--- config.mk ---
export PLATFORM = sky130hd
export DESIGN_NAME = tone_sequencer
export DESIGN_NICKNAME = d
export VERILOG_FILES = /design/src/rtl/tone_sequencer.sv
export SDC_FILE = /design/constraint.sdc
export NUM_CORES = 1
export LEC_CHECK = 0
export BUFFER_PORTS_ARGS = -buffer_cell sky130_fd_sc_hd__buf_4
export CAP_MARGIN = 30
export CORE_AREA = 2 2 126 219
export CTS_CLUSTER_DIAMETER = 120
export DETAILED_ROUTE_END_ITERATION = 7
export DIE_AREA = 0 0 128 221
export PLACE_DENSITY_LB_ADDON = 0.08
export SETUP_SLACK_MARGIN = 0.4
export SYNTH_ARGS = -nofsm -noshare
export SYNTH_HDL_FRONTEND = slang
export SYNTH_SLANG_ARGS = --single-unit
--- constraint.sdc ---
create_clock -name inClk -period 6.35 [get_ports inClk]
set_input_delay 0.635 -clock inClk [delete_from_list [all_inputs] [get_ports inClk]]
set_output_delay 0.635 -clock inClk [all_outputs]
set_load 0.005 [all_outputs]
--- src/rtl/tone_sequencer.sv ---
// Steps through a small note table and drives the tone divider's select and enable.
// Define SEQ_LOOP_EN to let the loop input restart the melody at its end.
module tone_sequencer #(
    parameter int unsigned BEAT_CYCLES = 12_500_000,
    parameter int unsigned GAP_CYCLES  = 1_250_000,
    parameter int unsigned DEPTH       = 16,
    parameter int unsigned ADDR_W      = 4
) (
    input  logic              inClk,
    input  logic              reset,
    input  logic              start,
    input  logic              stop,
    input  logic              pause,
    input  logic              loop,
    input  logic              wr_en,
    input  logic [ADDR_W-1:0] wr_addr,
    input  logic [7:0]        wr_data,
    output logic [2:0]        note_sel,
    output logic              note_on,
    output logic              busy,
    output logic [ADDR_W-1:0] step_addr,
    output logic              done
);

    localparam int unsigned BW = (BEAT_CYCLES > 1) ? $clog2(BEAT_CYCLES) : 1;
    localparam int unsigned GW = (GAP_CYCLES > 1) ? $clog2(GAP_CYCLES) : 1;
    localparam logic [BW-1:0] BEAT_LAST = BW'(BEAT_CYCLES - 1);
    localparam logic [GW-1:0] GAP_LAST = GW'((GAP_CYCLES == 0) ? 0 : GAP_CYCLES - 1);
    localparam logic [ADDR_W-1:0] ADDR_LAST = ADDR_W'(DEPTH - 1);

    typedef enum logic [2:0] {IDLE, LOAD, PLAY, GAP, FINISH} state_t;

    state_t            state, stateNext;
    logic [7:0]        mem [DEPTH];
    logic [7:0]        entry;
    logic [BW-1:0]     beatCnt, beatNext;
    logic [GW-1:0]     gapCnt, gapNext;
    logic [2:0]        beatsLeft, leftNext;
    logic              curRest, restNext;
    logic              curLast, lastNext;
    logic [2:0]        selNext;
    logic              onNext, busyNext, doneNext;
    logic [ADDR_W-1:0] stepNext;

`ifndef SEQ_LOOP_EN
    logic unusedLoop;
    assign unusedLoop = loop;
`endif

    // Table is only writable while idle so a running melody never changes under us
    always_ff @(posedge inClk) begin
        if (wr_en && state == IDLE) begin
            mem[wr_addr] <= wr_data;
        end
    end

    assign entry = mem[step_addr];

    always_comb begin
        stateNext = state;
        stepNext  = step_addr;
        selNext   = note_sel;
        onNext    = 1'b0;
        doneNext  = 1'b0;
        beatNext  = beatCnt;
        gapNext   = gapCnt;
        leftNext  = beatsLeft;
        restNext  = curRest;
        lastNext  = curLast;
        if (stop) begin
            stateNext = IDLE;
            stepNext  = '0;
            beatNext  = '0;
            gapNext   = '0;
        end else begin
            unique case (state)
                IDLE: begin
                    if (start) begin
                        stateNext = LOAD;
                        stepNext  = '0;
                    end
                end
                LOAD: begin
                    selNext   = entry[2:0];
                    leftNext  = entry[5:3];
                    restNext  = entry[6];
                    lastNext  = entry[7];
                    beatNext  = '0;
                    onNext    = ~entry[6];
                    stateNext = PLAY;
                end
                PLAY: begin
                    if (!pause) begin
                        onNext = ~curRest;
                        if (beatCnt == BEAT_LAST) begin
                            beatNext = '0;
                            if (beatsLeft == 3'd0) begin
                                onNext    = 1'b0;
                                gapNext   = '0;
                                stateNext = (GAP_CYCLES == 0) ? FINISH : GAP;
                            end else begin
                                leftNext = beatsLeft - 1'b1;
                            end
                        end else begin
                            beatNext = beatCnt + 1'b1;
                        end
                    end
                end
                GAP: begin
                    if (!pause) begin
                        if (gapCnt == GAP_LAST) begin
                            gapNext   = '0;
                            stateNext = FINISH;
                        end else begin
                            gapNext = gapCnt + 1'b1;
                        end
                    end
                end
                FINISH: begin
                    if (curLast || step_addr == ADDR_LAST) begin
                        stepNext = '0;
`ifdef SEQ_LOOP_EN
                        if (loop) begin
                            stateNext = LOAD;
                        end else begin
                            stateNext = IDLE;
                            doneNext  = 1'b1;
                        end
`else
                        stateNext = IDLE;
                        doneNext  = 1'b1;
`endif
                    end else begin
                        stepNext  = step_addr + 1'b1;
                        stateNext = LOAD;
                    end
                end
                default: begin
                    stateNext = IDLE;
                    stepNext  = '0;
                end
            endcase
        end
        busyNext = (stateNext != IDLE);
    end

    always_ff @(posedge inClk or negedge reset) begin
        if (!reset) begin
            state     <= IDLE;
            note_sel  <= '0;
            note_on   <= 1'b0;
            busy      <= 1'b0;
            step_addr <= '0;
            done      <= 1'b0;
            beatCnt   <= '0;
            gapCnt    <= '0;
            beatsLeft <= '0;
            curRest   <= 1'b0;
            curLast   <= 1'b0;
        end else begin
            state     <= stateNext;
            note_sel  <= selNext;
            note_on   <= onNext;
            busy      <= busyNext;
            step_addr <= stepNext;
            done      <= doneNext;
            beatCnt   <= beatNext;
            gapCnt    <= gapNext;
            beatsLeft <= leftNext;
            curRest   <= restNext;
            curLast   <= lastNext;
        end
    end

endmodule

==> flow_summary_export.csv, run 1 <==
group,metric,value,unit
sta,slew_violations,0,
sta,finalHoldViolations,0,
synthesis,synth_fp_nets,611,
drt,ant_nets,0,
sta,period_share,44.5,%
sta,fin_skew,0.00845,ns
synthesis,syn_area,8350,um2
floorplan,dieArea,28300,um2
critical_path,cp_num_buf_inv,0,
drt,vias_per_cell,5.16,
cts,clk_path_buf_depth,2,
pwr,leakage,3.35,nW
layout,fin_cells,958,
cts,clock_latency,0.45,ns
layout,n_fill_cell,2534,
synthesis,synth.distinct_cells,60,
placed_design,dp_cells,926,
critical_path,cpPeakStageDelay,0.68,ns
critical_path,cp.required,6.42,ns
layout,nNetsFinal,645,
layout,multi_input_area,2790,um2
floorplan,io_pins,29,
critical_path,critPathCaptureType,"flip-flop",
critical_path,crit_fanout,12,
pwr,finalPower,0.00259,W
pwr,pwr_density_cell,270,nW/um2
layout,final_cell_mix,"edfxtp_1, nand2_1, dfrtp_1",
layout,drive_gt1_share,21.1,%
cts,ctsRootBufferMaster,"clkbuf_16",
drt,drc,0,
drt,wl_per_cell,19.9,um
synthesis,synth_cells,587,
synthesis,synth.avg_cell_area,14.2,um2
critical_path,path_cells,"or2_2, nor2_1, nand2_1, or3_1, nor2_1",
layout,areaGrowthSynthToFinish,14.7,%
synthesis,synthArstFlopShare,33.0,%
cts,post_cts_resized,0,
cts,cts_sinks,191,
global_routing,grt_util_all_layers,14.3,%
global_routing,grt_max_degree,64,
synthesis,yosysWarnings,0,
floorplan,die_w,128,um
run,drv_cap,0,
placed_design,io_buffers,27,
critical_path,crit_path_start_kind,"flip-flop",
cts,cts_tree,"done",
layout,final_common_cell,"edfxtp_1",
placed_design,hpwl,13.2,mm
drt,firstDrtPassIters,5,
layout,n_antenna_cell,0,
sta,max_freq,354,MHz
critical_path,crit_arrival,2.90,ns
global_routing,antenna_found_initial,0,
synthesis,synth_seq_cells,191,
synthesis,yosysSeqAreaShare,64.9,%
cts,ctsHoldBuffers,0,
sta,finalCriticalPeriod,2.82,ns
floorplan,coreArea,26500,um2
global_routing,grt_overflow,0,
sta,setup_tns,0,ns
cts,cts_setup_buffers,0,
sta,setup_viol,0,
global_routing,grt_pass1_wl,30.2,mm
floorplan,die_h,221,um
cts,htreeDepth,4,
sta,hold_slack,0.285,ns
drt,wl,19.0,mm
global_routing,grt_pass1_vias,5128,
critical_path,crit_family,"simple AND/OR/NAND/NOR gates",
sta,max_slew_margin,41.0,%
sta,max_slew.worst_pin.slew,0.880,ns
layout,utilization,36.1,%
min_path,hold_class,"in2async",
sta,rsz0062_at_grt,"no",
drt,dr_total_vias,4940,
placed_design,gp_congestion,0.755,
critical_path,critPathSlowestCell,"nor2_1",
layout,regArea,5420,um2
synthesis,synth_edf_count,128,
critical_path,critical_path_class,"reg2reg",
critical_path,cpMostUsedCell,"nor2_1",
cts,numCtsBuffers,17,
cts,clkTransAtPathRegs,0.07,ns
synthesis,ys_dominant_reg_cell,"edfxtp_1",
floorplan,num_rows,79,
run_status,status,"finished clean",
pwr,vdd_drop_max,0.200,mV
drt,drtIter0Drc,277,
floorplan,start_util,31.5,%
synth_stat cells (3+ instances only):
cell,count,area [um2]
a21oi_1,12,60.1
a31oi_1,7,43.8
and3_1,9,56.3
and4_1,7,61.3
buf_2,8,40.0
buf_4,3,22.5
clkbuf_1,10,37.5
dfrtp_1,63,1580
edfxtp_1,128,3840
ha_1,5,62.6
inv_1,11,41.3
mux2i_1,4,40.0
mux4_2,38,856
nand2_1,63,236
nand2b_1,4,25.0
nand3_1,16,80.1
nand4_1,12,75.1
nand4b_1,3,26.3
nor2_1,51,191
nor2b_1,6,37.5
nor3_1,13,65.1
nor4_2,3,37.5
o21ai_0,14,70.1
o21ai_1,27,135
o31ai_1,5,37.5
o31ai_2,6,75.1
xnor2_1,4,35.0
xor2_1,16,140
power by group:
group	internal, W	switching (W)
logic	0.0000437	0.0000803
registers	0.00136	0.0000159
clock network	0.000592	0.000499
sequential cells by signal, indices dropped and copies added, names as in the netlist, 3 cells and up:
register,cells
gapCnt,21
state,3
beatCnt,24
beatsLeft,3
step_addr,4
mem,128
note_sel,3
layer usage:
layer / global-route usage (%) / vias up / part of all wire (%)
met2: 26.1 / 65 / 56
met3: 2.85 / 28 / 2.1
met5: 0 / - / 0
met4: 5.67 / 0 / 2.2
li1: - / 2306 / -
met1: 16.2 / 2541 / 40
final cells by class:
type	instances	area share, %
Tap cell	324	4.23
Sequential cell	191	56.6
Timing Repair Buffer	39	3.41
Inverter	11	0.431
Clock buffer	19	4.52
Multi-Input combinational cell	361	29.1
Clock inverter	13	1.62
worst reg2reg max path: cells and delay by family, from the launching register on:
kind	cells	cell delay (ns)
flip-flops	1	0.50
AND/OR/NAND/NOR	5	1.95
worst paths after layout:
check | start | endpoint | slack, ns | depth (start not counted)
min reg2reg | gapCnt[20]$_DFFE_PN0P_ | gapCnt[20]$_DFFE_PN0P_ | 0.47 | 1
max reg2reg | state[0]$_DFF_PN0_ | mem[4][1]$_DFFE_PP_ | 3.53 | 5
min in group inClk | stop | done$_DFF_PN0_ | 0.44 | 2
min | reset | beatCnt[3]$_DFFE_PN0P_ | 0.28 | 1
max | state[0]$_DFF_PN0_ | mem[4][1]$_DFFE_PP_ | 3.53 | 5
max in group asynchronous | reset | step_addr[0]$_DFFE_PN0P_ | 5.47 | 1
cell families after synthesis:
| group | count (synthesis) | share of synthesized area, % |
|---|---|---|
| AND/OR/NAND/NOR | 207 | 12.8 |
| buffers and inverters | 35 | 1.86 |
| adder cells (fa/ha/maj) | 5 | 0.750 |
| flip-flops | 191 | 64.9 |
| multiplexers | 42 | 10.7 |
| XOR/XNOR | 20 | 2.10 |
| AO/OA/AOI/OAI | 87 | 6.85 |
metrics by stage:
step / cell area, um2 / setup slack [ns]
final: 9570 / 3.53
after global placement: 8880 / 3.34
after floorplan: 8350 / 3.93
after detailed placement: 8980 / 3.52
after CTS: 9570 / 3.50
after global routing: 9570 / 3.27
Power figures use the tool's default switching activity.
==> run 2, diff against run 1 <==
==> constraint.sdc (replaced) <==
create_clock -name inClk -period 2.4 [get_ports inClk]
set_input_delay 0.24 -clock inClk [delete_from_list [all_inputs] [get_ports inClk]]
set_output_delay 0.24 -clock inClk [all_outputs]
set_load 0.005 [all_outputs]
==> run 2 against run 1 <==
Die area stayed put. Count of clock-buffer cells in the layout is 1 lower. Clock skew is 0.0016 ns lower. Routed wire length is 6.8% higher. Fmax is 35% higher. Total power grew to 2.6 times the previous value. Hold slack worse by 0.24 ns. Sequential power grew to 2.6 times the previous value. Register-to-register slack worse by 3.2 ns. Utilization is 3.0 points higher. Critical endpoint is now state[0]$_DFF_PN0_. Largest power group unchanged.
==> flow_summary_export.csv, run 2 (synthesized netlist as in run 1, its figures left out) <==
group,metric,value,unit
drt,drtIter0Drc,298,
critical_path,crit_path_start_kind,"flip-flop",
cts,cts_sinks,191,
critical_path,crit_family,"simple AND/OR/NAND/NOR gates",
sta,max_slew.worst_pin.slew,0.607,ns
sta,max_freq,477,MHz
sta,rsz0062_at_grt,"yes",
global_routing,grt_pass1_wl,31.5,mm
layout,fin_cells,1019,
critical_path,cp_num_buf_inv,1,
cts,clk_path_buf_depth,2,
run,drv_cap,0,
placed_design,gp_congestion,0.739,
critical_path,path_cells,"or4_4, nor4b_4, buf_4, nand3_2, o2111ai_2, o31a_1, a221oi_2",
layout,n_antenna_cell,0,
pwr,finalPower,0.00663,W
drt,wl_per_cell,20.0,um
drt,wl,20.3,mm
sta,finalCriticalPeriod,2.10,ns
layout,reg_top3,"mem (128), beatCnt (24), gapCnt (21)",
cts,ctsRootBufferMaster,"clkbuf_16",
floorplan,coreArea,26500,um2
floorplan,die_w,128,um
layout,regMostFlops,"mem",
layout,final_cell_mix,"edfxtp_1, buf_4, nand2_1",
floorplan,io_pins,29,
cts,clock_latency,0.44,ns
pwr,leakage,3.74,nW
floorplan,die_h,221,um
layout,final_common_cell,"edfxtp_1",
cts,numCtsBuffers,17,
placed_design,dp_cells,956,
pwr,pwr_density_cell,639,nW/um2
floorplan,num_rows,79,
cts,clkTransAtPathRegs,0.07,ns
run_status,status,"finished clean",
layout,postLayoutCellArea,10400,um2
cts,htreeDepth,4,
drt,firstDrtPassIters,4,
drt,dr_total_vias,5205,
pwr,vdd_drop_max,0.542,mV
global_routing,grt_pass1_vias,5400,
drt,drc,0,
global_routing,grt_max_degree,36,
critical_path,critPathCaptureType,"flip-flop",
critical_path,critPathSlowestCell,"or4_4",
critical_path,crit_fanout,2,
min_path,hold_class,"in2reg",
placed_design,hpwl,13.8,mm
sta,setup_tns,0,ns
critical_path,cpPeakStageDelay,0.55,ns
global_routing,antenna_found_initial,0,
floorplan,start_util,31.5,%
layout,largest_reg_flops,128,
layout,areaGrowthSynthToFinish,24.3,%
placed_design,placed_cell_area,9260,um2
critical_path,crit_arrival,2.41,ns
drt,vias_per_cell,5.11,
drt,ant_nets,0,
sta,fin_ws,0.303,ns
global_routing,grt_util_all_layers,15.1,%
placed_design,dpl_worst_slack,0.109,ns
floorplan,dieArea,28300,um2
sta,slew_violations,0,
layout,drive_gt1_share,33.1,%
critical_path,critical_path_class,"reg2reg",
critical_path,cp.required,2.72,ns
cts,cts_tree,"done",
sta,max_slew_margin,59.2,%
layout,nNetsFinal,708,
sta,fin_skew,0.00683,ns
placed_design,io_buffers,27,
sta,setup_viol,0,
sta,finalHoldViolations,0,
sta,period_share,87.4,%
global_routing,grt_overflow,0,
[run 2: cell types whose count changed in the layout (fill, tap and decap cells not counted), sizes merged]
| cell | change |
|---|---|
| buf | +61 |
| bufinv | -2 |
| clkinv | -1 |
| clkinvlp | +2 |
| dlygate4sd3 | +1 |
[run 2: repair_timing]
action	in CTS	in global routing
endpoints found under the setup margin	83	89
buffers inserted	12	18
pin swaps	12	14
endpoints found under the hold margin	34	0
hold buffers	1	0
resized for setup	29	40
gates cloned	1	1
[run 2: worst paths after layout]
path                                       startpoint                      end  slack [ns]  depth (start not counted)
worst max-delay path            gapCnt[5]$_DFFE_PN0P_       state[0]$_DFF_PN0_        0.30                          7
worst min-delay path                             stop           done$_DFF_PN0_        0.04                          2
worst max register to register  gapCnt[5]$_DFFE_PN0P_       state[0]$_DFF_PN0_        0.30                          7
worst min register to register    curRest$_DFFE_PN0P_      curRest$_DFFE_PN0P_        0.49                          2
max in group asynchronous                       reset  beatCnt[14]$_DFFE_PN0P_        1.52                          3
min in group asynchronous                       reset   gapCnt[11]$_DFFE_PN0P_        0.31                          2
[run 2: worst reg2reg max path, cell delays in order (launching register included)]
cell       delay [ns]
dfrtp_1          0.40
or4_4            0.55
nor4b_4          0.30
buf_4            0.18
nand3_2          0.08
o2111ai_2        0.20
o31a_1           0.20
a221oi_2         0.07
[run 2: final cells by class]
cell class	instances	area, um2
well taps	324	405
multi-input cells	361	3050
repair buffers	102	937
clock buffers	18	429
clock inverters	12	88.8
fillers	2532	16100
inverters	11	41.3
flip-flops and latches	191	5430
[run 2: power by group]
group          leakage [nW]  switching, W  internal, W
Sequential             2.01     0.0000352      0.00359
Clock                 0.250       0.00127      0.00132
Combinational          1.48      0.000241     0.000166
[run 2: layer usage]
layer / GRT usage, % / share of wire, % / vias to the layer above
met4: 5.10 / 1.7 / 0
met2: 28.8 / 59 / 75
li1: - / - / 2434
met3: 3.22 / 2.6 / 21
met1: 16.0 / 37 / 2675
met5: 0 / 0 / -
[run 2: through the flow]
stage               utilization [%]  hold WS [ns]
finish                         39.2        0.0446
global route                   39.2        0.0285
CTS                            37.9       0.00841
detailed placement             35.0         0.251
global placement               35.0         0.239
floorplan                         -       -0.0556
